File: src/rtl/fetch_stage_pkg.sv
// Shared definitions for the fetch stage: NOP default, 2-bit predictor
// counter encodings and the saturating counter update.
package fetch_stage_pkg;

  localparam logic [31:0] NOP_INST_DEFAULT = 32'h0000_0000;

  localparam logic [1:0] SNT = 2'b00;
  localparam logic [1:0] WNT = 2'b01;
  localparam logic [1:0] WT  = 2'b10;
  localparam logic [1:0] ST  = 2'b11;

  function automatic logic [1:0] ctr_update(input logic [1:0] ctr, input logic taken);
    if (taken) return (ctr == ST) ? ST : ctr + 2'd1;
    else return (ctr == SNT) ? SNT : ctr - 2'd1;
  endfunction

endpackage

File: src/rtl/fetch_stage_branch_predictor.sv
// Direct-mapped BHT + BTB. The lookup reads flop contents combinationally,
// so a same-edge update is only visible to the next lookup.
module branch_predictor
  import fetch_stage_pkg::*;
#(
  parameter int PC_W    = 32,
  parameter int ENTRIES = 16
) (
  input  logic            clk,
  input  logic            rst,
  input  logic [PC_W-1:0] lookup_pc,
  output logic            pred_taken,
  output logic [PC_W-1:0] pred_target,
  input  logic            upd_valid,
  input  logic [PC_W-1:0] upd_pc,
  input  logic            upd_taken,
  input  logic [PC_W-1:0] upd_target
);

  localparam int IDX_W = $clog2(ENTRIES);
  localparam int TAG_W = PC_W - IDX_W;

  logic [1:0]       bht        [ENTRIES];
  logic [TAG_W-1:0] btb_tag    [ENTRIES];
  logic [PC_W-1:0]  btb_target [ENTRIES];
  logic [ENTRIES-1:0] btb_valid;

  logic [IDX_W-1:0] lookup_idx;
  logic [IDX_W-1:0] upd_idx;
  logic             hit;

  assign lookup_idx = lookup_pc[IDX_W-1:0];
  assign upd_idx    = upd_pc[IDX_W-1:0];

  assign hit         = btb_valid[lookup_idx] && (btb_tag[lookup_idx] == lookup_pc[PC_W-1:IDX_W]);
  assign pred_taken  = hit && bht[lookup_idx][1];
  assign pred_target = pred_taken ? btb_target[lookup_idx] : '0;

  always_ff @(posedge clk) begin
    if (rst) begin
      for (int i = 0; i < ENTRIES; i++) bht[i] <= WNT;
      btb_valid <= '0;
    end else if (upd_valid) begin
      bht[upd_idx] <= ctr_update(bht[upd_idx], upd_taken);
      if (upd_taken) btb_valid[upd_idx] <= 1'b1;
    end
  end

  // Tag/target need no reset: they are qualified by btb_valid.
  always_ff @(posedge clk) begin
    if (upd_valid && upd_taken) begin
      btb_tag[upd_idx]    <= upd_pc[PC_W-1:IDX_W];
      btb_target[upd_idx] <= upd_target;
    end
  end

endmodule

File: src/rtl/fetch_stage.sv
// Instruction fetch: PC register, next-PC selection and the IF/ID
// pipeline register, with branch prediction from branch_predictor.
module fetch_stage
  import fetch_stage_pkg::*;
#(
  parameter int                PC_W       = 32,
  parameter int                INST_W     = 32,
  parameter int                BP_ENTRIES = 16,
  parameter logic [PC_W-1:0]   RESET_PC   = '0,
  parameter logic [INST_W-1:0] NOP_INST   = INST_W'(NOP_INST_DEFAULT)
) (
  input  logic              clk,
  input  logic              rst,
  input  logic              PC_Write,
  input  logic              if_id_Write,
  input  logic              if_id_flush,
  input  logic              Wrong_prediction,
  input  logic [PC_W-1:0]   redirect_pc,
  input  logic              upd_valid,
  input  logic [PC_W-1:0]   upd_pc,
  input  logic              upd_taken,
  input  logic [PC_W-1:0]   upd_target,
  output logic [PC_W-1:0]   imem_addr,
  input  logic [INST_W-1:0] imem_data,
  output logic [INST_W-1:0] if_id_inst,
  output logic [PC_W-1:0]   if_id_pc,
  output logic              if_id_pred_taken,
  output logic [PC_W-1:0]   if_id_pred_target
);

  logic [PC_W-1:0] pc;
  logic [PC_W-1:0] pc_next;
  logic            pred_taken;
  logic [PC_W-1:0] pred_target;

  branch_predictor #(
    .PC_W   (PC_W),
    .ENTRIES(BP_ENTRIES)
  ) u_bp (
    .clk        (clk),
    .rst        (rst),
    .lookup_pc  (pc),
    .pred_taken (pred_taken),
    .pred_target(pred_target),
    .upd_valid  (upd_valid),
    .upd_pc     (upd_pc),
    .upd_taken  (upd_taken),
    .upd_target (upd_target)
  );

  assign imem_addr = pc;

  // A redirect from EX overrides a stall: the wrong-path fetch is discarded anyway.
  always_comb begin
    pc_next = pc;
    if (Wrong_prediction) pc_next = redirect_pc;
    else if (!PC_Write)   pc_next = pc;
    else if (pred_taken)  pc_next = pred_target;
    else                  pc_next = pc + PC_W'(1);
  end

  always_ff @(posedge clk) begin
    if (rst) pc <= RESET_PC;
    else     pc <= pc_next;
  end

  always_ff @(posedge clk) begin
    if (rst || Wrong_prediction || if_id_flush) begin
      if_id_inst        <= NOP_INST;
      if_id_pc          <= '0;
      if_id_pred_taken  <= 1'b0;
      if_id_pred_target <= '0;
    end else if (if_id_Write) begin
      if_id_inst        <= imem_data;
      if_id_pc          <= pc;
      if_id_pred_taken  <= pred_taken;
      if_id_pred_target <= pred_target;
    end
  end

endmodule

File: config.mk
export PLATFORM = sky130hd
export DESIGN_NAME = fetch_stage
export DESIGN_NICKNAME = d
export VERILOG_FILES = /design/src/rtl/fetch_stage_pkg.sv /design/src/rtl/fetch_stage_branch_predictor.sv /design/src/rtl/fetch_stage.sv
export SDC_FILE = /design/constraint.sdc
export NUM_CORES = 1
export LEC_CHECK = 0
export BUFFER_PORTS_ARGS = -buffer_cell sky130_fd_sc_hd__buf_4
export CORE_AREA = 2 2 395 397
export CTS_BUF_LIST = sky130_fd_sc_hd__clkbuf_16
export DETAILED_ROUTE_END_ITERATION = 6
export DIE_AREA = 0 0 397 399
export PLACE_DENSITY = 0.45
export SETUP_SLACK_MARGIN = 0.02
export SLEW_MARGIN = 15
export SYNTH_ARGS = -nofsm -noshare
export SYNTH_HDL_FRONTEND = slang
export SYNTH_SLANG_ARGS = --single-unit
File: constraint.sdc
create_clock -name clk -period 8.8 [get_ports clk]
set_input_delay 1.32 -clock clk [delete_from_list [all_inputs] [get_ports clk]]
set_output_delay 1.32 -clock clk [all_outputs]
set_load 0.02 [all_outputs]
After elaboration in Yosys (flattened, before gate mapping)

Memories as Yosys holds them, arrays and structs flattened. A register that Yosys moved wholly into a read port is not among the register bits.
Cells that the tools add are included.

Register bits: 145
Memories kept: 3
Output and inout bits: 129
RAM bits: 992

Memory list:

| memory          | words | width | rd ports | clocked after Yosys merged registers in | wr ports | RTL line                           | text |
|---|---|---|---|---|---|---|---|
| u_bp.btb_target | 16    | 32    | 1        | 1                                       | 1        | fetch_stage_branch_predictor.sv:25 | `logic [PC_W-1:0] btb_target [ENTRIES];` |
| u_bp.btb_tag    | 16    | 28    | 1        | 1                                       | 1        | fetch_stage_branch_predictor.sv:24 | `logic [TAG_W-1:0] btb_tag [ENTRIES];` |
| u_bp.bht        | 16    | 2     | 2        | 1                                       | 16       | fetch_stage_branch_predictor.sv:23 | `logic [1:0] bht [ENTRIES];` |

Reductions and logical operators: 10
Add/subtract/negate cells: 3
Eq/ne operators: 2
Order comparisons: 3
Bitwise operators: 1
Multiplexer cells: 29

Operator list:

| kind                                                                         | count |
|---|---|
| 32-bit 2-to-1 mux                                                            | 4 |
| 32-bit by 1-bit adder with 32-bit output, second input constant              | 1 |
| 28-bit == test                                                               | 1 |
| 4-bit 2-to-1 mux                                                             | 7 |
| 16-bit bitwise OR                                                            | 1 |
| 2-bit 2-to-1 mux                                                             | 6 |
| 4-bit by 5-bit less-than comparator with 1-bit output, second input constant | 2 |
| 1-bit 2-to-1 mux                                                             | 10 |
| 1-bit binary-select mux with 4-bit select                                    | 1 |
| 1-bit demux with 4-bit select                                                | 1 |
| 4-bit by 1-bit >= comparator with 1-bit output, second input constant        | 1 |
| 1-bit logical AND                                                            | 4 |
| 2-bit by 1-bit adder with 2-bit output, second input constant                | 1 |
| 2-bit == test, second input constant                                         | 1 |
| 2-bit zero test                                                              | 1 |
| 1-bit logical OR                                                             | 2 |
| 2-bit AND reduction                                                          | 1 |
| 2-bit nonzero test                                                           | 1 |
| 2-bit OR reduction                                                           | 1 |
| 2-bit by 1-bit subtractor with 2-bit output, second input constant           | 1 |

Logic depth before layout (Yosys ltp)

Gate-level depths: netlist of the first run.

Word-level depth: 10
Depth in mapped cells: 17
Depth with buffers taken out: 9

Modules after synthesis

A second synthesis of the first run with hierarchy kept.

Cells, all modules: 2472
Area, all modules: 45823.9 µm²

By module, submodules not included:

| module           | times used | area each (µm²) | cells each |
|---|---|---|---|
| branch_predictor | 1          | 39963.3         | 1825 |
| fetch_stage      | 1          | 5860.6          | 647 |

Worst setup path before layout of the first run

Ideal clock, no wire load.

Path kind: input to register
Start point: in upd_pc[0]
End point: mem u_bp.btb_tag[1][0] (netlist bit) (enable)
Buffers on the path: 2
Data arrival time: 6398 ps
Library setup time: 554 ps
Cell stages on the path: 4
Required time: 8246 ps
Path slack: 1848 ps
Cell sequence: clkbuf_1 > buf_1 > nand4b_1 > nor3_1

RTL lines:

| what            | RTL line                           | text |
|---|---|---|
| start, declared | fetch_stage.sv:20                  | `input logic [PC_W-1:0] upd_pc,` |
| end, declared   | fetch_stage_branch_predictor.sv:24 |  |

Straight into the memory's write port.

==> flow_summary.json, run 1 <==
{
  "status": "finished with violations",
  "violations": "design-rule violations",
  "hold_path_class": "register to register",
  "cts_setup_buffers": 0,
  "crit_path_start_kind": "register",
  "die_area_um2": 158000,
  "firstDrtPassIters": 6,
  "nets": 3009,
  "power_leakage_nw": 17.8,
  "cts_buffers": 131,
  "hold_viol_final": 0,
  "drc": 2,
  "pre_cts_slack_ns": 3.43,
  "cp.arrival_ns": 6.06,
  "syn_nets": 2709,
  "gr-total-overflow": 0,
  "synth.distinct_cells": 89,
  "end_kind": "register",
  "grt_max_degree": 87,
  "syn_area_um2": 45900,
  "track_usage_pct": 18.3,
  "fmax_mhz": 186,
  "initial_core_util_pct": 29.9,
  "cts_hold_buffers": 0,
  "crit_type": "register to register",
  "drv_cap": 0,
  "tns_ns": 0,
  "timing.final.ws_setup_ns": 3.43,
  "cp_max_fo": 51,
  "place_congestion": 0.845,
  "critPathTopFamily": "simple AND/OR/NAND/NOR gates",
  "detail_route.iter0.violations": 2565,
  "yosys_register_bits": 1141,
  "skew_ns": 0.0371,
  "ir_worst_vdd_mv": 0.202,
  "layout-drive-gt1-share_pct": 27.9,
  "rsz0062_at_grt": "no",
  "numPortBuffers": 264,
  "die_w_um": 397,
  "p_per_area_nw_per_um2": 222,
  "htreeDepth": 4,
  "period_needed_ns": 5.37,
  "crit_chain": "buf_4, mux4_2, mux2i_1, xor2_1, nor2_1, or4_1, nor4_1, and4_1, mux2_2, o41ai_1",
  "synth_flop_cell": "edfxtp_1",
  "synth_edf_count": 992,
  "async_flop_share_pct": 0,
  "wl_per_cell_um": 29.1,
  "critPathMaxStageDelay_ns": 0.93,
  "dieHeight_um": 399,
  "io_pins": 265,
  "drt_wl_total_um": 146000,
  "cts_sinks": 1141,
  "num_rows": 144,
  "vias": 25900,
  "cts-root-buf": "clkbuf_16",
  "cts_resized": 0,
  "cts.clk_slew.worst_paths_ns": 0.06,
  "worst_ep_required_time_ns": 9.48,
  "syn_area_per_cell_um2": 17.9,
  "ys_seq_area_share_pct": 71.3,
  "cts_tree": "done",
  "crit_buf_inv": 1,
  "dp_hpwl_um": 88200,
  "first_global_vias": 26100,
  "period_share_pct": 61.0,
  "core_um2": 154000,
  "grt_pass1_wl_um": 203000,
  "detail-route-antenna-nets": 0,
  "slew_violations": 0,
  "vias_per_cell": 5.15,
  "setup_violations": 0,
  "syn_inst": 2572,
  "ys_warn_count": 0,
  "cts_buffer_depth": 3,
  "fin_hold_ws_ns": 0.464,
  "slew_headroom_pct": 25.5,
  "worstMarginPinSlew_ns": 1.12,
  "clock_latency_ns": 0.79,
  "cp_slowest_cell": "dfxtp_4",
  "area_growth_pct": 18.2,
  "grt_antenna_before_repair": 15,
  "finalPower_mw": 12.1
}
==> sequential cells by signal, summed over array words and instances (netlist names), named ones only <==
signal	cells
if_id_pred_taken	1
if_id_inst	32
u_bp.btb_target	512
if_id_pc	32
imem_addr	32
if_id_pred_target	32
u_bp.btb_tag	448
u_bp.bht	32
u_bp.btb_valid	16
==> tightest hold or removal path: cells and delay by family, from the launching register on <==
family           cells  cell delay [ns]
and+or+nand+nor      2             0.11
DFF                  1             0.32
==> worst paths after layout <==
kind,slack [ns],start,end,cells past startpoint
worst max-delay path,3.43,register,imem_addr[9],10
worst min-delay path,0.46,u_bp.btb_valid[13],u_bp.btb_valid[13],2
worst max register to register,3.43,register,imem_addr[9],10
worst min register to register,0.46,u_bp.btb_valid[13],u_bp.btb_valid[13],2
==> per-layer routing <==
metal / global-route usage, % / wire [um] / up-vias
met5: 0 / 69 / -
met4: 4.91 / 2880 / 12
met3: 4.28 / 11100 / 178
met2: 28.6 / 67400 / 1038
met1: 25.5 / 64600 / 13800
li1: - / - / 10900
==> cell usage after synthesis, types with 8 or more instances <==
| cell type | number | share of area [%] |
|---|---|---|
| a21oi_1 | 68 | 0.74 |
| mux4_2 | 254 | 12 |
| buf_1 | 16 | 0.13 |
| nor2_1 | 170 | 1.4 |
| dfxtp_1 | 149 | 6.5 |
| mux2i_1 | 159 | 3.5 |
| o21ai_0 | 18 | 0.20 |
| inv_1 | 17 | 0.14 |
| nor3_1 | 32 | 0.35 |
| buf_6 | 15 | 0.37 |
| clkbuf_1 | 76 | 0.62 |
| and3_1 | 17 | 0.23 |
| buf_2 | 36 | 0.39 |
| o31ai_1 | 11 | 0.18 |
| nand4_1 | 13 | 0.18 |
| edfxtp_1 | 992 | 65 |
| nor2b_1 | 20 | 0.27 |
| a22oi_1 | 17 | 0.28 |
| xnor2_1 | 23 | 0.44 |
| mux2_2 | 25 | 0.61 |
| buf_4 | 16 | 0.26 |
| nand2_1 | 113 | 0.92 |
| nand3_1 | 76 | 0.83 |
| nand3b_1 | 8 | 0.13 |
| xor2_1 | 9 | 0.17 |
| nand2b_1 | 64 | 0.87 |
==> placed cells by master, fill, tap and decap left out, drive strengths merged, types with 8 or more instances in the layout <==
cell type,netlist,layout
nand3,77,77
nor2,171,171
o21ai,19,19
inv,18,76
dfxtp,149,149
nor3,33,33
xnor2,24,24
or4,8,8
nor4,8,8
a21oi,69,69
nor2b,20,20
a221oi,9,9
o31ai,11,11
nand4,13,13
nand2,113,113
edfxtp,992,992
clkbuf,76,132
and3,17,17
mux2i,159,159
a22oi,17,17
buf,85,328
clkinv,2,44
mux2,26,26
nand2b,64,64
mux4,257,257
nand3b,8,8
xor2,9,9
==> cell families (layout without fill, tap and decap cells) <==
logic type,count (synthesis),in the layout,share of synthesized area [%]
other,0,2,0
adders and majority gates,3,3,0.0708
xor gates and xnor gates,33,33,0.645
muxes,442,442,16.7
AOI/OAI and AO/OA,201,201,3.03
buffers and inverters,181,588,2.02
DFF,1141,1141,71.3
and+or+nand+nor,571,571,6.18
==> layout make-up <==
type                       instances  area [um^2]
antenna                            2         5.00
clock buffer                     132         3300
clock inverter                   108          737
fill                           14400        99400
inverter                          20         77.6
multi-input combinational       1250        12400
sequential                      1141        32800
tap                             2044         2560
timing repair buffer             328         2490
==> report_power, final <==
part | leakage, nW | total (mW) | internal, mW | switching [mW]
sequential | 10.1 | 6.03 | 5.95 | 0.0783
clock | 2.13 | 5.14 | 2.87 | 2.26
combinational | 5.53 | 0.909 | 0.362 | 0.546
total | 17.8 | 12.1 | 9.19 | 2.89
==> metrics by stage <==
stage	utilization (%)	cell area [um^2]	instances
5_1_grt	35.3	54300	5023
6_report	35.3	54300	5025
3_5_place_dp	32.7	50300	4783
4_1_cts	35.3	54300	5023
2_1_floorplan	-	45900	2572
3_3_place_gp	32.7	50300	4783
(Power assumes the default switching activity.)
==> run 2, diff against run 1 <==
--- a/config.mk
+++ b/config.mk
@@ -5,11 +5,12 @@
 export SDC_FILE = /design/constraint.sdc
 export NUM_CORES = 1
 export LEC_CHECK = 0
+export ABC_AREA = 1
 export BUFFER_PORTS_ARGS = -buffer_cell sky130_fd_sc_hd__buf_4
-export CORE_AREA = 2 2 395 397
+export CORE_AREA = 2 2 399 401
 export CTS_BUF_LIST = sky130_fd_sc_hd__clkbuf_16
 export DETAILED_ROUTE_END_ITERATION = 6
-export DIE_AREA = 0 0 397 399
+export DIE_AREA = 0 0 401 403
 export PLACE_DENSITY = 0.45
 export SETUP_SLACK_MARGIN = 0.02
 export SLEW_MARGIN = 15
==> constraint.sdc (replaced) <==
create_clock -name clk -period 5.42 [get_ports clk]
set_input_delay 0.813 -clock clk [delete_from_list [all_inputs] [get_ports clk]]
set_output_delay 0.813 -clock clk [all_outputs]
set_load 0.02 [all_outputs]
==> run 2 against run 1 <==
The flow now finishes without violations. Total power is 66% higher. Maximum frequency is 21% higher. Critical path depth is 8 higher. Sequential cell count stayed put. Combinational power is 96% higher. Synthesized cell count is 64% higher. Highest routed layer unchanged. Sequential share of layout area is 1.1 points lower.
==> flow_summary.json, run 2 <==
{
  "syn_nets": 4361,
  "synth_area_leader_cell": "edfxtp_1",
  "cts_setup_buffers": 0,
  "vias_per_cell": 4.98,
  "num_rows": 146,
  "critPathMaxStageDelay_ns": 0.48,
  "most-common-layout-cells": "edfxtp_1, nand2_1, nor2_1, nand3_1, o21ai_0",
  "drc": 0,
  "dieHeight_um": 403,
  "final_common_cell": "edfxtp_1",
  "async_flop_share_pct": 0,
  "die_area_um2": 162000,
  "hold_viol_final": 0,
  "syn_area_um2": 46900,
  "power_leakage_nw": 19.8,
  "skew_ns": 0.0491,
  "cts_sinks": 1141,
  "drv_cap": 0,
  "numPortBuffers": 264,
  "crit_chain": "buf_12, nand2_1, nand3_1, nand3_1, nand3_1, nand2_1, nand2_1, nand2_1, inv_1, nand2_1, nor2_1, nand2_1, nor2_4, buf_4, nand3_1, nand3_1, nand2_1, a21oi_1",
  "cts_buffers": 133,
  "die_w_um": 401,
  "first_global_vias": 31100,
  "crit_buf_inv": 3,
  "end_kind": "register",
  "wl_per_cell_um": 24.3,
  "cts_hold_buffers": 0,
  "firstDrtPassIters": 5,
  "synthTopCellsByArea": "edfxtp_1, nand2_1, dfxtp_1, nor2_1, nand3_1",
  "ff2ff_path_depth": 18,
  "top_register": "u_bp.btb_target",
  "worst_ep_required_time_ns": 6.02,
  "yosys_register_bits": 1141,
  "finalPower_mw": 20.0,
  "holdPathEnd": "if_id_inst[4]",
  "synth_edf_count": 992,
  "cts_resized": 0,
  "io_pins": 265,
  "cp.arrival_ns": 5.04,
  "clock_latency_ns": 0.79,
  "cts-root-buf": "clkbuf_16",
  "path_common_cell": "nand2_1",
  "core_um2": 157000,
  "crit_cells": 18,
  "dp_hpwl_um": 89600,
  "place_congestion": 0.816,
  "ys_warn_count": 0,
  "ff2ff_setup_slack_ns": 0.98,
  "fmax_mhz": 225,
  "grt_antenna_before_repair": 12,
  "cts.clk_slew.worst_paths_ns": 0.06,
  "drt_wl_total_um": 161000,
  "nets": 4560,
  "track_usage_pct": 19.5,
  "status": "complete, no violations",
  "ys_seq_area_share_pct": 69.8,
  "largestRegisters": "u_bp.btb_target (512), u_bp.btb_tag (448)",
  "synth_top_area_share_pct": 63.5,
  "htreeDepth": 4,
  "synth.most_common_cell": "edfxtp_1",
  "grt_max_degree": 202,
  "critPathTopFamily": "simple AND/OR/NAND/NOR gates",
  "syn_inst": 4224,
  "tns_ns": 0,
  "period_needed_ns": 4.44,
  "cts_buffer_depth": 3,
  "synthTopCellsByCount": "edfxtp_1, nand2_1, nor2_1, nand3_1, o21ai_0",
  "layout-drive-gt1-share_pct": 12.6,
  "cp_max_fo": 136,
  "cts_tree": "done",
  "largest_reg_flops": 512,
  "vias": 32900,
  "slew_violations": 0,
  "rsz0062_at_grt": "no",
  "setup_violations": 0,
  "period_share_pct": 81.9,
  "crit_path_start_kind": "register",
  "synth.distinct_cells": 36,
  "initial_core_util_pct": 29.8,
  "hp-start": "imem_data[4]",
  "syn_area_per_cell_um2": 11.1,
  "area_growth_pct": 17.9,
  "cp_slowest_cell": "a21oi_1",
  "gr-total-overflow": 0,
  "crit_type": "register to register",
  "worstMarginPinSlew_ns": 1.15,
  "holdPathStages": 3,
  "p_per_area_nw_per_um2": 362,
  "slew_headroom_pct": 23.5,
  "ir_worst_vdd_mv": 0.307,
  "synth_flop_cell": "edfxtp_1",
  "grt_pass1_wl_um": 230000,
  "detail-route-antenna-nets": 0,
  "hold_path_class": "input pin to register",
  "detail_route.iter0.violations": 3131
}
## run 2: changes by cell type after synthesis, sizes merged, moves of 190 or more
cell and change:
nand2 +791, mux4 -257, nor2 +378, o21ai +349
inv +190, nand3 +303
## run 2: metal layers
layer / vias up / wire (um) / GRT usage (%)
li1: 15200 / - / -
met1: 16400 / 73600 / 27.8
met2: 1109 / 71300 / 29.6
met3: 180 / 12700 / 4.87
met4: 12 / 3080 / 4.85
met5: - / 79 / 0
## run 2: worst reg2reg max path, delay by kind of cell (launching register included)
family / cells / cell delay, ns
buffers and inverters: 3 / 0.75
and+or+nand+nor: 14 / 2.55
AOI/OAI and AO/OA: 1 / 0.48
DFF: 1 / 0.46
## run 2: worst max path at each step
stage / start / end
3_3_place_gp: register / register
2_1_floorplan: upd_pc[0] / u_bp.btb_tag[13][0]
4_1_cts: register / register
5_1_grt: register / register
3_5_place_dp: register / register
6_report: register / register
## run 2: through the flow
| stage | worst slack [ns] | cells | hold slack (ns) | instance area (um^2) | utilization, % |
|---|---|---|---|---|---|
| after floorplan | 1.02 | 4224 | 0.435 | 46900 | - |
| after global placement | 1.24 | 6360 | 0.441 | 51200 | 32.5 |
| after detailed placement | 1.21 | 6360 | 0.448 | 51200 | 32.5 |
| after CTS | 1.19 | 6601 | 0.224 | 55300 | 35.1 |
| after global routing | 0.889 | 6602 | 0.265 | 55300 | 35.1 |
| final | 0.981 | 6604 | 0.292 | 55300 | 35.1 |
## run 2: final cells by class
| type | instances | area (um^2) |
|---|---|---|
| clock buffers | 134 | 3350 |
| diodes | 3 | 7.51 |
| multi-input cells | 2597 | 12200 |
| fillers | 15800 | 102000 |
| inverters | 209 | 816 |
| repair buffers | 341 | 2800 |
| well taps | 2072 | 2590 |
| flip-flops and latches | 1141 | 32800 |
| clock inverters | 107 | 793 |
## run 2: power breakdown
part / switching [mW] / total [mW] / internal [mW] / leakage (nW)
logic: 1.28 / 1.78 / 0.500 / 7.49
clock network: 3.78 / 8.48 / 4.70 / 2.17
registers: 0.114 / 9.78 / 9.67 / 10.2
## run 2: kinds of logic (layout without fill, tap and decap cells)
| kind of cell | count (synthesis) | count (layout) | share of synthesized area [%] |
|---|---|---|---|
| simple gates | 1857 | 1857 | 16.2 |
| xor+xnor | 30 | 30 | 0.560 |
| fa+ha+maj | 1 | 1 | 0.0267 |
| other cells | 0 | 3 | 0 |
| compound gates | 709 | 709 | 8.86 |
| buf+inv | 486 | 791 | 4.51 |
| flops | 1141 | 1141 | 69.8 |
